--- src/rtl/serial_sub_pkg.sv ---
// Shared types and helpers for the bit-serial subtractor:
// the handshake FSM encoding and the bit-counter width.
package serial_sub_pkg;

    typedef enum logic [1:0] {
        IDLE = 2'd0,
        RUN  = 2'd1,
        DONE = 2'd2
    } sub_state_e;

    // The counter must index W bit positions; a 1-bit operand still needs a 1-bit counter.
    function automatic int cnt_width(input int w);
        if (w <= 1) begin
            return 1;
        end else begin
            return $clog2(w);
        end
    endfunction

endpackage

--- src/rtl/serial_subtractor_full_subtractor.sv ---
// Single-bit full subtractor: d = a - b - bi, with borrow-out bo.
module full_subtractor (
    input  logic a,
    input  logic b,
    input  logic bi,
    output logic d,
    output logic bo
);

    assign d  = a ^ b ^ bi;
    assign bo = (~a & b) | (~(a ^ b) & bi);

endmodule

--- src/rtl/serial_subtractor.sv ---
// Bit-serial W-bit subtractor (D = A - B - Bin), LSB first, start/busy/done handshake.
// Define SERIAL_SUB_OVF_EN to add a registered two's-complement overflow output ovf.
module serial_subtractor
    import serial_sub_pkg::*;
#(
    parameter int W = 4
) (
    input  logic         clk,
    input  logic         rst,
    input  logic         start,
    input  logic [W-1:0] a,
    input  logic [W-1:0] b,
    input  logic         bin,
    output logic         busy,
    output logic         done,
    output logic [W-1:0] d,
    output logic         bout
`ifdef SERIAL_SUB_OVF_EN
    ,
    output logic         ovf
`endif
);

    localparam int CNT_W = cnt_width(W);

    sub_state_e     state_r;
    logic [W-1:0]   a_sh_r;
    logic [W-1:0]   b_sh_r;
    logic [W-1:0]   res_r;
    logic           br_r;
    logic [CNT_W-1:0] cnt_r;
    logic           busy_r;
    logic           done_r;
    logic [W-1:0]   d_r;
    logic           bout_r;
`ifdef SERIAL_SUB_OVF_EN
    logic           ovf_r;
`endif

    logic           diff_s;
    logic           bo_s;
    logic           last_s;
    logic [W-1:0]   a_next_s;
    logic [W-1:0]   b_next_s;
    logic [W-1:0]   res_next_s;

    full_subtractor u_fs (
        .a  (a_sh_r[0]),
        .b  (b_sh_r[0]),
        .bi (br_r),
        .d  (diff_s),
        .bo (bo_s)
    );

    // Next values of the shift datapath; the new difference bit enters at the MSB.
    always_comb begin
        a_next_s   = a_sh_r >> 1;
        b_next_s   = b_sh_r >> 1;
        res_next_s = (res_r >> 1) | (W'(diff_s) << (W - 1));
        last_s     = (cnt_r == CNT_W'(W - 1));
    end

    // Handshake FSM with all datapath and output registers.
    always_ff @(posedge clk) begin
        if (rst) begin
            state_r <= IDLE;
            a_sh_r  <= '0;
            b_sh_r  <= '0;
            res_r   <= '0;
            br_r    <= 1'b0;
            cnt_r   <= '0;
            busy_r  <= 1'b0;
            done_r  <= 1'b0;
            d_r     <= '0;
            bout_r  <= 1'b0;
`ifdef SERIAL_SUB_OVF_EN
            ovf_r   <= 1'b0;
`endif
        end else begin
            case (state_r)
                IDLE, DONE: begin
                    done_r <= 1'b0;
                    if (start) begin
                        a_sh_r  <= a;
                        b_sh_r  <= b;
                        br_r    <= bin;
                        cnt_r   <= '0;
                        busy_r  <= 1'b1;
                        state_r <= RUN;
                    end else begin
                        busy_r  <= 1'b0;
                        state_r <= IDLE;
                    end
                end
                RUN: begin
                    a_sh_r <= a_next_s;
                    b_sh_r <= b_next_s;
                    res_r  <= res_next_s;
                    br_r   <= bo_s;
                    cnt_r  <= cnt_r + CNT_W'(1);
                    if (last_s) begin
                        // Publish the result; d/bout stay put until the next accepted start finishes.
                        d_r     <= res_next_s;
                        bout_r  <= bo_s;
`ifdef SERIAL_SUB_OVF_EN
                        ovf_r   <= br_r ^ bo_s;
`endif
                        busy_r  <= 1'b0;
                        done_r  <= 1'b1;
                        state_r <= DONE;
                    end else begin
                        busy_r  <= 1'b1;
                        done_r  <= 1'b0;
                        state_r <= RUN;
                    end
                end
                default: begin
                    busy_r  <= 1'b0;
                    done_r  <= 1'b0;
                    state_r <= IDLE;
                end
            endcase
        end
    end

    assign busy = busy_r;
    assign done = done_r;
    assign d    = d_r;
    assign bout = bout_r;
`ifdef SERIAL_SUB_OVF_EN
    assign ovf  = ovf_r;
`endif

endmodule

--- config.mk ---
export PLATFORM = sky130hd
export DESIGN_NAME = serial_subtractor
export DESIGN_NICKNAME = d
export VERILOG_FILES = /design/src/rtl/serial_sub_pkg.sv /design/src/rtl/serial_subtractor_full_subtractor.sv /design/src/rtl/serial_subtractor.sv
export SDC_FILE = /design/constraint.sdc
export NUM_CORES = 1
export LEC_CHECK = 0
export BUFFER_PORTS_ARGS = -buffer_cell sky130_fd_sc_hd__buf_2
export CORE_AREA = 8 8 54 56
export CTS_CLUSTER_SIZE = 16
export DETAILED_ROUTE_END_ITERATION = 6
export DIE_AREA = 0 0 62 64
export HOLD_SLACK_MARGIN = 0.06
export PLACE_DENSITY = 0.68
export SYNTH_ARGS = -nofsm -noshare
export SYNTH_HDL_FRONTEND = slang
export SYNTH_SLANG_ARGS = --single-unit
--- constraint.sdc ---
create_clock -name clk -period 1.2 [get_ports clk]
set_input_delay 0.12 -clock clk [delete_from_list [all_inputs] [get_ports clk]]
set_output_delay 0.12 -clock clk [all_outputs]
set_load 0.1 [all_outputs]
Word-level counts from Yosys, hierarchy flattened
Index checks and enable logic that the tools add are counted.
- bits of input ports: 12
- output and inout port bits: 7
- register bits after elaboration: 24
- logic and storage cells: 45
- bitwise operators: 9
- reductions and logical operators: 6
- equal/unequal tests: 4
- add/subtract/negate cells: 1
- mux-type cells: 15
- operators by type and width (operator ; count):
    case mux 4 bit (2 select lines) ; 2
    2-to-1 mux 4 bit ; 2
    case mux 2 bit (2 select lines) ; 2
    2-to-1 mux 1 bit ; 5
    == test 2 bit (second input constant) ; 2
    2-to-1 mux 2 bit ; 2
    OR 3 x 4 -> 4 bit ; 1
    case mux 1 bit (2 select lines) ; 2
    AND reduction 2 bit ; 2
    OR reduction 2 bit ; 2
    inverter 1 bit ; 3
    adder 2 x 1 -> 2 bit (second input constant) ; 1
    AND 1 bit ; 2
    == test 2 x 1 -> 1 bit (second input constant) ; 1
    zero test 2 bit ; 1
    inequality test 2 bit (second input constant) ; 1
    nonzero test 2 bit ; 1
    bitwise XOR 1 bit ; 2
    OR 1 bit ; 1

Logic depth before layout (Yosys ltp)
- depth after elaboration: 5
- mapped depth: 5
- depth with buffers taken out: 4

By module
From an unflattened synthesis, not the netlist that was laid out.
- cells, all modules: 107
- area, all modules: 875.8 um2
- by module, submodules not included (module ; cells an instance ; sequential area each (um2) ; area an instance (um2) ; instances):
    serial_subtractor ; 103 ; 440.4 ; 844.6 ; 1
    full_subtractor ; 4 ; 0.0 ; 31.3 ; 1

Worst setup path before layout
No wires, ideal clock.
- path kind: register to register
- from: register state_r[0]
- to: register bout_r (netlist: bout)
- cell stages (with the launch flop): 5
- arrival time: 1655 ps
- setup slack: -544 ps
- setup time: 88 ps
- path buffers: 1
- period minus slack after synthesis: 1744 ps
- data required time: 1112 ps
- cell sequence: dfxtp_1 > nor2b_1 > buf_4 > a21oi_1 > a311oi_2
- longest elaborated chain between the ends: 2
- ends and longest elaborated chain (what ; RTL line ; source):
    start: declaration ; serial_subtractor.sv:26 ; sub_state_e state_r;
    start signal: assignment ; serial_subtractor.sv:66 ; state_r <= IDLE;
    start signal: assignment ; serial_subtractor.sv:89 ; state_r <= RUN;
    start signal: assignment ; serial_subtractor.sv:92 ; state_r <= IDLE;
    == test 2 x 1 -> 1 bit ; serial_subtractor.sv:80 ; case (state_r)
    AND reduction 2 bit (no source line) ; -- ;
    end signal: assignment ; serial_subtractor.sv:104 ; bout_r <= bo_s;
    end: declaration ; serial_subtractor.sv:35 ; logic bout_r;
Every way passes these cells.
A chain may end at the register's enable or synchronous reset.

Worst setup path after layout
- from: register a_sh_r[0]
- to: register br_r
- longest elaborated chain between the ends: 5
- elaborated cells on any way between the ends: 7
- classes of those cells: mux (1); bitwise (6)
- ends and longest elaborated chain (what ; RTL line ; source):
    start: declaration ; serial_subtractor.sv:27 ; logic [W-1:0] a_sh_r;
    start signal: assignment ; serial_subtractor.sv:96 ; a_sh_r <= a_next_s;
    bitwise XOR 1 bit ; serial_subtractor_full_subtractor.sv:11 ; assign bo = (~a & b) | (~(a ^ b) & bi);
    inverter 1 bit ; serial_subtractor_full_subtractor.sv:11 ;
    AND 1 bit ; serial_subtractor_full_subtractor.sv:11 ;
    OR 1 bit * ; serial_subtractor_full_subtractor.sv:11 ;
    case mux 1 bit (2 select lines) * ; serial_subtractor.sv:80 ;
    end signal: assignment ; serial_subtractor.sv:86 ; br_r <= bin;
    end signal: assignment ; serial_subtractor.sv:99 ; br_r <= bo_s;
    end: declaration ; serial_subtractor.sv:30 ; logic br_r;
Mark *: on every way between the ends. The rest lies on a longest branch, timed or not.

==> results by group <==
Placement
  – HPWL Detailed: 1280 um
  – Placed insts: 142
  – GPL Wtd Cong: 0.756
  – DP Area: 0.00102 mm^2
  – # port buffers: 18

Synthesis
  – Portion of netlist area occupied by mux cells: 0
  – Synth Area in XOR/XNOR: 0
  – Leading area contributor after synthesis: dfxtp_1
  – Complex-gate fraction of the synthesized area: 0.168
  – Adder-Cell Fraction of Synth Area: 0.0368
  – Synth warnings: 0
  – Cell count after synthesis: 99
  – Post-synthesis register bit count: 22
  – Largest family of logic cells by synthesized area: simple AND/OR/NAND/NOR gates
  – Synthesized net count: 113
  – Sequential fraction of the synthesis area: 0.498
  – Synth area leaders: dfxtp_1 (50%), a21oi_1 (7.4%), nor3_1 (5.7%), nand2_1 (5.5%), nand3_1 (5.1%)
  – Synth cell types: 21
  – Area share of the largest cell type after synthesis: 0.498
  – Post-Syn Area: 885 um^2
  – Post-synthesis simple-gate area fraction: 0.221
  – Synth Area per Inst: 8.94 um^2

Cells and area
  – Commonest non-fill, non-tap cells in the layout: dfxtp_1 (14), nand2_1 (13), a21oi_1 (13), buf_2 (11), nor3_1 (10)
  – Fillers: 200
  – Commonest non-fill, non-tap cell in the layout: dfxtp_1
  – Share of layout cells above drive strength 1: 0.350
  – # diodes: 0
  – Area grow syn2layout: 24.9%
  – Design area: 0.00110 mm^2
  – Non-filler instance count after layout: 148
  – Final nets: 135

Routing
  – Met3 wire len: 125 um
  – Max layer used: met3
  – Vias: 742
  – First-pass DRT Iterations: 4
  – Residual DRC count: 0
  – Routed wl met2: 863 um
  – Via/cell ratio: 5.01
  – WL met1: 784 um
  – 1st-iter DRT viols: 7
  – WL/cell: 12.0 um
  – Routed wire length: 1770 um
  – Post-route ant nets: 0

Setup path
  – WP data required: 1.44 ns
  – Worst Path Arrival: 1.39 ns
  – R2r startpoint: a_sh_r[0]
  – Crit path from: a_sh_r[0]
  – Critical path's slowest cell: fa_1
  – Setup crit end kind: flip-flop
  – CP max stage delay: 0.46 ns
  – Cells along the critical path: fa_1 > a2bb2oi_1 > a21oi_1
  – Crit-path max FO: 2
  – Kind of critical path: flip-flop to flip-flop
  – Worst setup SP type: flip-flop

GRT
  – First-pass GRT wire length: 2990 um
  – Grt ovf: 0
  – GRT Resource Usage Total: 0.0960
  – Initial antenna violation count: 0
  – Number of global-route vias before repair: 697
  – Largest net degree at the start of global routing: 23

Clock network
  – Clk pin slew, worst setup/hold paths: 0.11 ns
  – CTS Buffer Depth: 2
  – Later-pin clock latency in the skew report: 0.30 ns
  – H-tree depth: 1
  – Clock Sinks: 22
  – CTS Buf Count: 3
  – Post-CTS setup buffer count: 0
  – CTS tree: done
  – Clock Root Buffer: clkbuf_4

Outcome
  – Status: finished, final reports clean

STA
  – Slew margin rel.: 0.730
  – Fin crit share: 0.963
  – Hold Vio Cnt, Final: 0
  – Measured slew at the worst slew-check pin: 0.405 ns
  – # setup viols final: 0
  – Fmax achieved: 865 MHz
  – Worst Clk Skew: 0.000635 ns
  – Tmin final: 1.16 ns
  – RSZ-0062 raised after global routing: true
  – Final Max Slew Viols: 0

Floorplanning
  – Die Height: 64 um
  – Core Box Area: 0.00211 mm^2
  – I/O pin count: 19
  – Initial Utilization: 0.420
  – Row Count: 17
  – Die X: 62 um
  – Die ar.: 0.00397 mm^2

Power and ir drop
  – Leakage: 0.000424 uW
  – Clock power share: 0.277
  – Peak supply drop: 954 uV
  – Power per Cell Area: 1300 mW/mm^2
  – Internal power: 1060 uW
  – Register share of total power: 0.556
  – Combinational share of power: 0.167
  – Sw Ratio: 0.257
  – NetSw: 368 uW

Hold path
  – Hold path startpoint: bin
  – Worst hold path class: input port to flip-flop

Run
  – Max-cap violations: 0
## cells in the mapped netlist, drive strengths merged
| library cell | count |
|---|---|
| nand3b | 1 |
| a311oi | 2 |
| nor2 | 3 |
| clkbuf | 2 |
| ha | 1 |
| a21oi | 13 |
| nor3 | 10 |
| nor2b | 1 |
| inv | 2 |
| buf | 7 |
| nand2b | 3 |
| o22ai | 6 |
| dfxtp | 22 |
| and2b | 1 |
| nand2 | 13 |
| o21a | 1 |
| nand3 | 9 |
| a2bb2oi | 1 |
| fa | 1 |
## path summary, 6_finish.rpt
| kind | end | slack, ns | depth (start not counted) |
|---|---|---|---|
| setup / recovery | br_r | 0.04 | 3 |
| hold / removal | br_r | 0.09 | 3 |
| hold reg to reg | d[2] | 0.46 | 2 |
| setup reg to reg | br_r | 0.04 | 3 |
## layer usage
layer	track usage	vias to the layer above
met5	0	-
met4	0.0171	0
met3	0.0380	0
met2	0.158	19
met1	0.114	337
li1	-	386
## cell type report
| class | count | area (um^2) | area share |
|---|---|---|---|
| sequential | 22 | 453 | 0.410 |
| multi-input combinational | 66 | 384 | 0.348 |
| timing repair buffer | 26 | 189 | 0.171 |
| inverter | 2 | 7.51 | 0.00680 |
| clock buffer | 4 | 36.3 | 0.0328 |
| tap | 28 | 35.0 | 0.0317 |
## stage by stage
step                      hold slack (ns)  utilization  power (uW)  setup TNS, ns  setup WS, ns
after floorplan                     0.188            -         982        -0.0432      -0.00878
after global placement              0.362        0.484        1030              0        0.0462
after detailed placement            0.370        0.484        1040              0        0.0199
after CTS                          0.0852        0.512        1440       -0.00227      -0.00227
after global routing               0.0865        0.525        1510       -0.00215      -0.00215
final                              0.0892        0.525        1430              0        0.0445
## power by group through the flow
| stage | registers [uW] | logic [uW] | clock network (uW) |
|---|---|---|---|
| final | 796 | 239 | 397 |
| after global routing | 802 | 267 | 442 |
| after CTS | 795 | 237 | 409 |
| after detailed placement | 810 | 230 | 0 |
| after global placement | 808 | 225 | 0 |
| after floorplan | 826 | 156 | 0 |
## sequential cells by signal, indices dropped and copies added, names as in the netlist, 2 cells and up
register,cells
a_sh_r,4
b_sh_r,4
cnt_r,2
d,4
res_r,3
state_r,2
## timing repair
item,CTS,global route
gates cloned,0,0
endpoints found under the setup margin,2,16
endpoints found under the hold margin,2,0
gates resized for setup,1,12
pin swaps,0,2
hold buffers,2,0
## worst max-delay path: cells and delay by family, from the launching register on
kind                       cells  cell delay, ns
adders and majority gates      1            0.46
DFF                            1            0.35
AOI/OAI and AO/OA              2            0.28
## kinds of logic after synthesis
family | after synthesis
AOI/OAI and AO/OA | 23
and+or+nand+nor | 41
buffers and inverters | 11
adders and majority gates | 2
DFF | 22
Note: power is estimated with default switching activity, not from simulation.
